--- src/rtl/uart_rx_fifo.sv ---
// Receive-side FWFT FIFO behind the UART receiver: captures {error, data} on rx_ready pulses,
// reports fill level, almost_full and sticky overflow. Optional macro: UART_RX_FIFO_DROP_ERRORED_EN.

`ifndef UART_CONFIG_WIDTH_DATABITS
`define UART_CONFIG_WIDTH_DATABITS 8
`endif

module uart_rx_fifo #(
    parameter int DATA_WIDTH  = `UART_CONFIG_WIDTH_DATABITS,
    parameter int DEPTH       = 16,
    parameter int AFULL_LEVEL = DEPTH - 2
) (
    input  logic                    clk,
    input  logic                    rst_n,
    input  logic [DATA_WIDTH-1:0]   rx_data,
    input  logic                    rx_ready,
    input  logic                    rx_error,
    input  logic                    flush,
    output logic [DATA_WIDTH-1:0]   rd_data,
    output logic                    rd_error,
    output logic                    rd_valid,
    input  logic                    rd_ack,
    output logic [$clog2(DEPTH):0]  count,
    output logic                    almost_full,
    output logic                    overflow,
    input  logic                    overflow_clear
);

    localparam int AW    = $clog2(DEPTH);
    localparam int PTR_W = AW + 1;

`ifdef UART_RX_FIFO_DROP_ERRORED_EN
    typedef logic [DATA_WIDTH-1:0] entry_t;
`else
    typedef struct packed {
        logic                  error;
        logic [DATA_WIDTH-1:0] data;
    } entry_t;
`endif

    entry_t             mem_q [DEPTH];
    entry_t             wr_entry;
    entry_t             head_entry;

    logic [PTR_W-1:0]   wr_ptr_q, wr_ptr_d;
    logic [PTR_W-1:0]   rd_ptr_q, rd_ptr_d;
    logic               overflow_q, overflow_d;

    logic [PTR_W-1:0]   fill;
    logic               full;
    logic               empty;
    logic               push_req;
    logic               push_en;
    logic               pop_en;
    logic               overflow_set;

    // Pointers carry one extra wrap bit, so the modulo difference spans 0..DEPTH.
    always_comb begin
        fill  = wr_ptr_q - rd_ptr_q;
        full  = (fill == PTR_W'(DEPTH));
        empty = (fill == '0);
    end

    always_comb begin
`ifdef UART_RX_FIFO_DROP_ERRORED_EN
        push_req = rx_ready && !rx_error;
`else
        push_req = rx_ready;
`endif
        pop_en       = !empty && rd_ack;
        // A pop in the same cycle frees the slot the push needs when full.
        push_en      = push_req && (!full || pop_en);
        overflow_set = push_req && full && !pop_en && !flush;
    end

    // NOTE: every signal driven here gets a default first, so no path leaves it unassigned (no latch).
    always_comb begin
        wr_ptr_d   = wr_ptr_q;
        rd_ptr_d   = rd_ptr_q;
        overflow_d = overflow_q;

        if (flush) begin
            wr_ptr_d = '0;
            rd_ptr_d = '0;
        end else begin
            if (push_en) wr_ptr_d = wr_ptr_q + 1'b1;
            if (pop_en)  rd_ptr_d = rd_ptr_q + 1'b1;
        end

        if (overflow_clear) overflow_d = 1'b0;
        if (overflow_set)   overflow_d = 1'b1;
    end

    // NOTE: state registers use non-blocking assignments so all flops update from pre-edge values.
    always_ff @(posedge clk or negedge rst_n) begin
        if (!rst_n) begin
            wr_ptr_q   <= '0;
            rd_ptr_q   <= '0;
            overflow_q <= 1'b0;
        end else begin
            wr_ptr_q   <= wr_ptr_d;
            rd_ptr_q   <= rd_ptr_d;
            overflow_q <= overflow_d;
        end
    end

    always_comb begin
`ifdef UART_RX_FIFO_DROP_ERRORED_EN
        wr_entry = rx_data;
`else
        wr_entry       = '0;
        wr_entry.error = rx_error;
        wr_entry.data  = rx_data;
`endif
    end

    // NOTE: storage is deliberately left unreset; empty gating on the read side hides stale contents.
    always_ff @(posedge clk) begin
        if (push_en && !flush) begin
            mem_q[wr_ptr_q[AW-1:0]] <= wr_entry;
        end
    end

    always_comb begin
        head_entry = mem_q[rd_ptr_q[AW-1:0]];
        rd_valid   = !empty;
`ifdef UART_RX_FIFO_DROP_ERRORED_EN
        rd_data  = empty ? '0 : head_entry;
        rd_error = 1'b0;
`else
        rd_data  = empty ? '0 : head_entry.data;
        rd_error = !empty && head_entry.error;
`endif
        count       = fill;
        almost_full = (fill >= PTR_W'(AFULL_LEVEL));
        overflow    = overflow_q;
    end

endmodule

--- config.mk ---
export PLATFORM = sky130hd
export DESIGN_NAME = uart_rx_fifo
export DESIGN_NICKNAME = d
export VERILOG_FILES = /design/src/rtl/uart_rx_fifo.sv
export SDC_FILE = /design/constraint.sdc
export NUM_CORES = 1
export LEC_CHECK = 0
export BUFFER_PORTS_ARGS = -buffer_cell sky130_fd_sc_hd__buf_2
export CAP_MARGIN = 20
export CORE_UTILIZATION = 63
export CTS_BUF_LIST = sky130_fd_sc_hd__clkbuf_2 sky130_fd_sc_hd__clkbuf_4 sky130_fd_sc_hd__clkbuf_8
export CTS_CLUSTER_SIZE = 30
export DETAILED_ROUTE_END_ITERATION = 8
export PLACE_DENSITY = 0.82
export SKIP_LAST_GASP = 1
export SLEW_MARGIN = 10
export SYNTH_ARGS = -nofsm -noshare
export SYNTH_HDL_FRONTEND = slang
export SYNTH_SLANG_ARGS = --single-unit
--- constraint.sdc ---
create_clock -name clk -period 5.42 [get_ports clk]
set_input_delay 0.271 -clock clk [delete_from_list [all_inputs] [get_ports clk]]
set_output_delay 0.271 -clock clk [all_outputs]
set_load 0.005 [all_outputs]
Word-level counts from Yosys, hierarchy flattened --
Memories as Yosys holds them, arrays and structs flattened. Cells that the tools add are included.
Cells by class: add/sub/neg operators 3, magnitude comparators 1, eq/ne operators 1, muxes and demuxes 9, reductions and logical operators 16
Operators by type and width (number):
- 2-to-1 mux 5 bit | 4
- adder 5 x 1 -> 5 bit, second input constant | 2
- 2-to-1 mux 8 bit | 1
- logical AND 1 bit | 7
- nonzero test 2 bit | 3
- == test 5 bit, second input constant | 1
- greater-or-equal comparator 5 x 4 -> 1 bit, second input constant | 1
- zero test 5 bit | 1
- subtractor 5 bit | 1
- zero test 1 bit | 4
- 2-to-1 mux 1 bit | 4
- logical OR 1 bit | 1
Storage, ports and cells: register bits 11, RAM bits 144, bits of input ports 15, output and inout port bits 17, memories kept 1
Memory list:
- mem_q | words 16, bits a word 9, read ports 1, clocked after memory_dff 0, write ports 1, line 41 | entry_t mem_q [DEPTH];

Depth between registers and ports, before layout --
Gate-level depths: netlist of run 1.
word-level depth 9, mapped depth 11, mapped depth without buffers 8

Worst setup path after synthesis of run 1 --
No wires, ideal clock.
path kind register to register, start reg rd_ptr_q[2], end mem mem_q[1][0] in the netlist's numbering, enable pin, arrival time 3.379 ns, slack 1.639 ns, cell stages (with the launch flop) 11, path buffers 3, period minus slack after synthesis 3.781 ns, cells stage by stage dfrtp_1 clkbuf_1 inv_1 buf_2 ha_1 xnor2_2 a211oi_1 or2_1 buf_6 a21oi_2 nor4b_1
On the way: longest elaborated chain between the ends 9, elaborated cells on any way between the ends 11, those cells by class add/sub (1); eq/ne (1); mux (2); reduce/logical (7)
RTL lines:
- from (decl) | line 46 | logic [PTR_W-1:0] rd_ptr_q, rd_ptr_d;
- from (signal assigned) | line 102 | rd_ptr_q <= rd_ptr_d;
- subtractor 5 bit (*) | line 59 | fill = wr_ptr_q - rd_ptr_q;
- named net count[2] | line 23 | output logic [$clog2(DEPTH):0] count,
- zero test 5 bit | line 61 | empty = (fill == '0);
- zero test 1 bit | line 70 | pop_en = !empty && rd_ack;
- logical AND 1 bit | line 70
- logical OR 1 bit (*) | line 72 | push_en = push_req && (!full || pop_en);
- logical AND 1 bit (*) | line 72
- logical AND 1 bit (*) | line 119 | if (push_en && !flush) begin
- 2-to-1 mux 1 bit (*) | line 119
- 2-to-1 mux 1 bit (not written as such) (*) | line 120 | mem_q[wr_ptr_q[AW-1:0]] <= wr_entry;
- to (decl) | line 41
The timed path passes the listed nets; every way through them passes the cells marked *.

Final worst setup path of run 1 --
start reg rd_ptr_q[2], end out rd_error
On the way: longest elaborated chain between the ends 4, elaborated cells on any way between the ends 5, those cells by class add/sub (1); reduce/logical (3); memory (1)
RTL lines:
- subtractor 5 bit | line 59
- zero test 5 bit | line 61
- zero test 1 bit | line 132 | rd_error = !empty && head_entry.error;
- logical AND 1 bit (*) | line 132
- to (decl) | line 20 | output logic rd_error,
Every way passes the cells marked *; elsewhere a longest branch is shown, timed or not.

==> metrics.txt, run 1 <==
status=finished clean; Fin. Hold Viols=0; overall power consumption=about 3200 uW; crit path max fanout=21; Cell variety after synth=40; Final setup viols=0; Clock Skews=11.5 ps; vias in the first global route=3548; core footprint=around 0.010 mm2; f_max=approximately 220 MHz; PortBufs=31; startpoint type of the worst setup path=flip-flop; PwrDens=433 mW/mm2; total number of vias=approximately 3600; filler cell count=approximately 570; Lkg Pwr=about 0.0025 uW; largest net degree at the start of global routing=41; DR iter-0 viols=between 400 and 500; average size of a mapped cell=~18 um2; Clock Path Buffers=2; H-tree Lvls=4; Hold Crit Class=in2reg; area of the multi-input gates=0.00192 mm2; WL/cell=24.7 um; CP required=between 5000 and 6000 ps; row count=36; drt via density=6.55; RSZ-0062 raised after global routing=no; Chip Height=104 um; gpl congestion=0.893; area grow syn2layout=11.3%; DP HPWL=approximately 8800 um; DR pass1 iterations=5; maxcap violations=0; CTS tree=yes; kind of critical path=reg2out; io pins=32; count of pins over their slew limit=0; Remaining DRCs=0; Worst Hold Slack=about 150 ps; ANT nets after route=0; fin crit share=0.821; arrival time at the worst endpoint=approximately 4200 ps; mapped cell area=0.00659 mm2; Synth Instances=371; peak supply drop=~0.00029 V; Cells after DPL=slightly above 500; Min Clock Period, post-route=approximately 4400 ps; Synth Flop Type=edfxtp_1; global-route wire length before repair=between 20000 and 25000 um; initial antenna violation count=0; TritonCTS Buffers=17; gr ovfl total=0; Seq/Total Area, Yosys=0.698; clock sink count=155; antenna cells=0; Post-synth EDFFs=between 100 and 150; DIE AREA=roughly 0.011 mm2; post-synthesis register bit count=around 160; final net count=between 400 and 500; total track usage=0.274; Syn Nets=between 300 and 400; measured slew at the worst slew-check pin=between 1000 and 1500 ps; Reg clk slew, reported paths=80 ps; Slew HR=0.267; post-synthesis async set-or-reset flop share=0.0710; setup TNS=0 ps; Die X=about 100 um; non-filler instance count after layout=around 550; Warnings, synthesis=0; Post-CTS Resized=0; share of cells above drive strength 1=0.295; clk root buf=clkbuf_8; register area=between 0.004 and 0.005 mm2; Crit. End Element=output pin; Post-Route WL=approximately 14000 um; initial core utilization=0.662; Worst-Skew Late Latency=around 440 ps
-- worst max-delay path, stage by stage, from the launching register on --
cell and delay [ps]:
dfrtp_1 950, inv_1 580, ha_1 530, xnor2_2 270, a211oi_1 100, or2_1 380
and2_1 340, a211oi_1 390, buf_2 190
-- cells in the final DEF, fill, tap and decap left out, drive strengths merged, types with 3 or more instances in the layout --
cell,netlist,layout
inv,10,12
nand2b,7,7
buf,7,35
nor2b,5,5
ha,9,9
a21oi,6,6
clkinv,1,3
nor2,23,23
clkbuf,12,23
mux4,36,36
nor4b,3,3
and3,9,9
clkinvlp,0,4
nand3,4,4
mux2i,12,12
dfrtp,11,11
edfxtp,144,144
nor4,8,8
mux2,9,9
a211oi,11,11
nand2,26,26
-- cell type report --
class                           instances  area share
Sequential cell                       155       0.628
Timing Repair Buffer                   37      0.0276
Clock inverter                         10      0.0160
Multi-Input combinational cell        186       0.262
Inverter                               11     0.00563
Clock buffer                           22      0.0387
Tap cell                              133      0.0227
-- cell families (layout without fill, tap and decap cells) --
family,after synthesis,in the layout,synth area share
adders and majority gates,10,10,0.0201
DFF,155,155,0.698
buffers and inverters,30,80,0.0198
AOI/OAI and AO/OA,24,24,0.0289
and+or+nand+nor,91,91,0.0695
xor gates and xnor gates,4,4,0.00646
muxes,57,57,0.157
-- path summary, 6_finish.rpt --
check	cells after the start	to	startpoint	slack, ps
max	8	rd_error	rd_ptr_q[2]	970
min	3	overflow	overflow_clear	150
max reg2reg	7	mem_q[5][8]	rd_ptr_q[2]	1050
min reg2reg	2	overflow	overflow	540
max in group asynchronous	2	rd_ptr_q[0]	rst_n	4950
min in group asynchronous	2	overflow	rst_n	230
-- registers in the layout, summed over array words and instances (netlist names) --
name and cells:
mem_q 144, wr_ptr_q 5, overflow 1, rd_ptr_q 5
-- per-layer routing --
layer	GRT usage	up-vias	share of wire
li1	-	1536	-
met1	0.414	1816	0.42
met2	0.397	254	0.46
met3	0.0670	24	0.098
met4	0.0918	0	0.020
met5	0	-	0
-- metrics by stage --
step,instance area [um2],worst slack (ps),util
after floorplan,6590,1640,-
final,7330,973,0.736
after detailed placement,6900,1060,0.693
after global routing,7330,676,0.736
after CTS,7310,956,0.734
after global placement,6900,1240,0.693
-- power breakdown --
part | internal [uW] | switching, uW | total (uW) | leakage (uW)
Combinational | 425 | 538 | 963 | 0.000856
Sequential | 1330 | 16.0 | 1350 | 0.00145
Clock | 450 | 412 | 862 | 0.000196
Total | 2210 | 965 | 3170 | 0.00250
-- Yosys cell counts (all sizes together), types with 7 or more instances --
cell type	instances	area [um2]
clkbuf	12	45.0
and3	9	56.3
edfxtp	144	4320
nor2	23	86.3
mux2i	12	120
nand2b	7	43.8
mux4	36	811
buf	7	43.8
inv	10	37.5
nand2	26	97.6
a211oi	11	82.6
dfrtp	11	275
ha	9	113
mux2	9	101
nor4	8	50.1
-- timing repair --
action                                 CTS  global route
setup endpoints to repair                0             0
endpoints found under the hold margin   11             0
setup buffers                            0             0
hold buffers                             1             0
Note: power is estimated with default switching activity, not from simulation.
==> run 2, diff against run 1 <==
Settings changed: ABC_AREA set to 1, CORE_UTILIZATION 63 to 57, PLACE_DENSITY 0.82 to 0.78.
Clock period 5.42 ns to 4 ns, I/O delays scaled along.
==> metrics.txt, run 2 <==
status=finished clean; TritonCTS Buffers=17; crit path max fanout=16; Reg clk slew, reported paths=80 ps; Chip Height=110 um; non-filler instance count after layout=around 770; Syn Nets=between 600 and 700; Min Clock Period, post-route=between 3000 and 4000 ps; average size of a mapped cell=11.4 um2; CP required=about 4000 ps; total number of vias=4537; startpoint type of the worst setup path=flip-flop; mapped cell area=roughly 0.0067 mm2; Post-DP Area=0.00691 mm2; peak supply drop=~0.00041 V; area grow syn2layout=10.6%; Synth Flop Type=edfxtp_1; most frequent cells in the layout=nand2_1 (166), edfxtp_1 (144), nand3_1 (80), a21oi_1 (47), buf_2 (31); initial antenna violation count=0; count leader, synth=nand2_1; clock sink count=~160; Synth area leader=edfxtp_1; count of pins over their slew limit=0; cells on worst reg2reg path=9; XOR/XNOR share of the synthesized area=0.00916; HP Start=rd_ack; global-route wire length before repair=around 23000 um; setup TNS=0 ps; most common cell after layout, fill and taps aside=nand2_1; Worst path top cell family by delay=simple AND/OR/NAND/NOR gates; Worst-Skew Late Latency=450 ps; gr ovfl total=0; Seq/Total Area, Yosys=0.687; Remaining DRCs=0; DR iter-0 viols=about 590; Hold Crit Class=in2reg; hold path depth=3; mux share of post-synthesis cell area=0; main combinational cell family by area after synthesis=simple AND/OR/NAND/NOR gates; maxcap violations=0; PwrDens=approximately 600 mW/mm2; Post-synth top cells=nand2_1 (166), edfxtp_1 (144), nand3_1 (80); Clock Skews=12.1 ps; Cell variety after synth=24; Warnings, synthesis=0; Worst Hold End=rd_ptr_q[0]; vias in the first global route=approximately 4200; fin crit share=0.784; Slew HR=0.476; Post-Route WL=15100 um; ANT nets after route=0; DR pass1 iterations=6; Yosys top cell area share=0.646; fin area=between 0.007 and 0.008 mm2; CP cell instances=inv_2 -> ha_1 -> a21oi_1 -> nand3_1 -> nand2_1 -> nor2_4 -> nand2_4 -> nand3_4 -> nor2_1; arrival time at the worst endpoint=~3200 ps; measured slew at the worst slew-check pin=~780 ps; Cells after DPL=between 700 and 800; DP HPWL=between 9000 and 10000 um; kind of critical path=reg2reg; max reg flops=roughly 140; post-synthesis compound-gate area fraction=0.0596; Crit Reg-Reg Startpoint=rd_ptr_q[2]; DIE AREA=about 0.012 mm2; Crit path depth=9; Post-Synth Simple-Gate Area=0.189; Crit. End Element=flip-flop; share of cells above drive strength 1=0.122; f_max=approximately 320 MHz; reg2reg setup slack=between 800 and 900 ps; post-synthesis async set-or-reset flop share=0.0710; Die X=between 100 and 150 um; CTS tree=yes; clk root buf=clkbuf_8; PortBufs=31; Final setup viols=0; gpl congestion=roughly 0.88; initial core utilization=0.586; total track usage=0.270; drt via density=5.91; Synth Instances=a little under 600; largest net degree at the start of global routing=between 70 and 80; max incr delay on CP=about 690 ps; final net count=about 640; leading post-synthesis cells by cell area=edfxtp_1 (65%), nand2_1 (9.3%), nand3_1 (6.0%), dfrtp_1 (4.1%), a21oi_1 (3.5%); RSZ-0062 raised after global routing=no; Post-synth EDFFs=around 140; Buf/Inv on CP=1; antenna cells=0; Clock Path Buffers=2; Critical-path top delay cell=nor2_1; core footprint=about 0.011 mm2; Lkg Pwr=approximately 0.0029 uW; row count=39; reg2reg end=mem_q[12][7]; Fin. Hold Viols=0; post-synthesis register bit count=about 160; WL/cell=just under 20 um; H-tree Lvls=4; adder-cell share of the synthesized area=0.0198; io pins=32
-- run 2: cell types whose count changed in the layout (fill, tap and decap cells not counted), sizes merged, moves of 13 or more --
cell / change
a21oi: +41
nand2: +144
inv: +13
a22o: +18
mux4: -36
nand3: +77
-- run 2: per-stage QoR --
step	hold slack [ps]	worst slack, ps	power [uW]	util
final	87.7	863	4460	0.648
after detailed placement	96.1	901	3130	0.605
after global placement	97.0	1050	3110	0.605
after CTS	57.4	694	4440	0.647
after floorplan	-95.6	1350	2700	-
after global routing	98.4	599	4670	0.648
-- run 2: area by class of cell --
cell class / instances / area (um2)
Sequential cell: 155 / 4600
Fill cell: 854 / 4020
Multi-Input combinational cell: 376 / 1860
Clock buffer: 23 / 285
Timing Repair Buffer: 36 / 210
Tap cell: 143 / 179
Clock inverter: 9 / 171
Inverter: 26 / 97.6
-- run 2: worst reg2reg max path: stages (launching register included) --
cell and delay, ps:
dfrtp_1 650, inv_2 200, ha_1 380, a21oi_1 200, nand3_1 100, nand2_1 150, nor2_4 60, nand2_4 110
nand3_4 210, nor2_1 690
-- run 2: power breakdown --
part	internal (uW)	switching, uW	total (uW)	leakage (uW)
Sequential	1800	28.0	1830	0.00145
Clock	790	539	1330	0.000233
Combinational	438	860	1300	0.00119
-- run 2: kinds of logic after synthesis --
family / Yosys count
and+or+nand+nor: 293
DFF: 155
AOI/OAI and AO/OA: 66
buffers and inverters: 56
adders and majority gates: 10
xor gates and xnor gates: 7
-- run 2: worst max-delay path by stage --
stage,startpoint,end
floorplan,wr_ptr_q[0],mem_q[12][0]
global placement,rd_ptr_q[2],mem_q[12][2]
detailed placement,rd_ptr_q[1],mem_q[12][1]
CTS,rd_ptr_q[0],rd_data[7]
global route,rd_ptr_q[1],mem_q[14][6]
finish,rd_ptr_q[2],mem_q[12][7]
-- run 2: routing by layer --
metal / global-route usage / up-vias / part of all wire
met1: 0.378 / 2107 / 0.42
li1: - / 2119 / -
met5: 0 / - / 0
met3: 0.0817 / 40 / 0.10
met2: 0.393 / 271 / 0.45
met4: 0.118 / 0 / 0.030
-- run 2: repair_timing --
item                                    CTS  global route
endpoints found under the setup margin    0             0
hold buffers                              2             0
hold endpoints to repair                 12             0
setup buffers                             0             0
resized for setup                         0             0
==> run 3, diff against run 2 <==
Clock period 4 ns to 2.7 ns, I/O delays scaled along.
==> metrics.txt, run 3 (same netlist as run 2, synthesis figures left out) <==
largest net degree at the start of global routing=77; f_max=just under 400 MHz; Cells after DPL=761; reg2reg setup slack=160 ps; area of the multi-input gates=about 0.0019 mm2; fin crit share=0.954; fin area=0.00767 mm2; Critical-path top delay cell=fa_2; initial antenna violation count=0; max incr delay on CP=about 380 ps; total track usage=0.295; antenna cells=0; kind of critical path=reg2out; Crit. End Element=output pin; maxcap violations=0; setup TNS=0 ps; Fin. Hold Viols=0; DR pass1 iterations=6; startpoint type of the worst setup path=flip-flop; RSZ-0062 raised after global routing=yes; H-tree Lvls=4; Reg clk slew, reported paths=around 90 ps; clk root buf=clkbuf_8; row count=39; io pins=32; peak supply drop=0.000836 V; Crit path depth=10; sw frac=0.363; PortBufs=31; Chip Height=around 110 um; DP HPWL=10600 um; Worst-Skew Late Latency=460 ps; Worst path top cell family by delay=simple AND/OR/NAND/NOR gates; vias in the first global route=between 4000 and 5000; cells on worst reg2reg path=12; gr ovfl total=0; clock sink count=roughly 160; CP cell instances=inv_1 -> ha_1 -> fa_2 -> nand3b_1 -> nand3_1 -> nand2_2 -> nand2_4 -> inv_4 -> nor2_2 -> buf_2; TritonCTS Buffers=17; clock share of power=0.273; global-route wire length before repair=~25000 um; Final setup viols=0; CP required=2570 ps; most common cell after layout, fill and taps aside=nand2_1; initial core utilization=0.586; share of cells above drive strength 1=0.175; non-filler instance count after layout=roughly 800; Post-Route WL=between 15000 and 20000 um; count of pins over their slew limit=0; Min Clock Period, post-route=2570 ps; drt via density=roughly 6; DR iter-0 viols=around 520; area grow syn2layout=14.6%; DIE AREA=around 0.012 mm2; Crit Reg-Reg Startpoint=wr_ptr_q[0]; switching power=around 2400 uW; Buf/Inv on CP=3; filler cell count=between 800 and 900; Slew HR=0.673; max reg flops=between 100 and 150; Clock Skews=approximately 9.2 ps; crit path max fanout=9; Die X=between 100 and 150 um; CTS tree=yes; gpl congestion=roughly 0.90; overall power consumption=approximately 6700 uW; core footprint=0.0114 mm2; HP Start=rx_ready; final net count=670; measured slew at the worst slew-check pin=491 ps; Clock Path Buffers=2; Worst Setup SP=wr_ptr_q[0]; hold path depth=3; ANT nets after route=0; combinational share of power=0.323; Remaining DRCs=0; register area=around 0.0046 mm2; Seq pwr share=0.404; most frequent cells in the layout=nand2_1 (166), edfxtp_1 (144), nand3_1 (79), a21oi_1 (47), buf_4 (32); total number of vias=slightly below 5000; WL/cell=around 21 um; cell-internal power=around 4200 uW; status=finished clean; Hold Crit Class=in2reg; Lkg Pwr=about 0.0030 uW; Post-DP Area=0.00713 mm2; PwrDens=around 870 mW/mm2; arrival time at the worst endpoint=approximately 2400 ps
run 3: changes by cell type in the layout (fill, tap and decap cells not counted), moves of 3 or more:
cell       change
buf_4         +30
inv_6          +6
clkbuf_4       -5
bufinv_16      -4
clkinv_8       +4
inv_8          +4
nor2_1         -3
nor2_2         +3
run 3: layout make-up:
class / instances / share of cell area
repair buffers: 68 / 0.0600
clock inverters: 15 / 0.0251
inverters: 26 / 0.0134
clock buffers: 17 / 0.0305
flip-flops and latches: 155 / 0.600
multi-input cells: 377 / 0.248
well taps: 143 / 0.0233
run 3: layer usage:
metal / track usage / share of wire / routed length (um)
met5: 0 / 0 / 0
met4: 0.157 / 0.033 / 556
met3: 0.0752 / 0.11 / 1870
met2: 0.460 / 0.47 / 7900
met1: 0.382 / 0.38 / 6430
run 3: what timing repair did:
| action | CTS | global route |
|---|---|---|
| pin swaps | 1 | 2 |
| hold endpoints to repair | 14 | 0 |
| cloned | 0 | 1 |
| hold buffers | 3 | 0 |
| gates resized for setup | 3 | 10 |
| setup buffers | 1 | 3 |
| setup endpoints to repair | 14 | 154 |
run 3: through the flow:
step / hold slack (ps) / utilization / setup slack, ps
2_1_floorplan: -161 / - / 54.0
3_3_place_gp: 25.5 / 0.624 / 131
3_5_place_dp: 36.2 / 0.624 / 37.4
4_1_cts: 13.6 / 0.666 / 9.60
5_1_grt: 74.8 / 0.672 / -18.5
6_report: 83.3 / 0.672 / 125
run 3: worst paths after layout:
path,to
worst max-delay path,rd_data[6]
worst min-delay path,wr_ptr_q[2]
worst max register to register,mem_q[4][0]
worst min register to register,overflow
max in group asynchronous,rd_ptr_q[0]
min in group asynchronous,rd_ptr_q[4]
run 3: worst register-to-register path, delay by kind of cell (launching register included):
kind	cells	cell delay, ps
adders and majority gates	2	630
buffers and inverters	2	280
DFF	1	370
and+or+nand+nor	8	970
run 3: power by group through the flow:
| stage | Combinational (uW) | Sequential, uW | Clock (uW) |
|---|---|---|---|
| 2_1_floorplan | 1250 | 2750 | 0 |
| 3_3_place_gp | 1890 | 2740 | 0 |
| 3_5_place_dp | 1940 | 2750 | 0 |
| 4_1_cts | 1990 | 2690 | 1830 |
| 5_1_grt | 2350 | 2700 | 1920 |
| 6_report | 2160 | 2690 | 1820 |
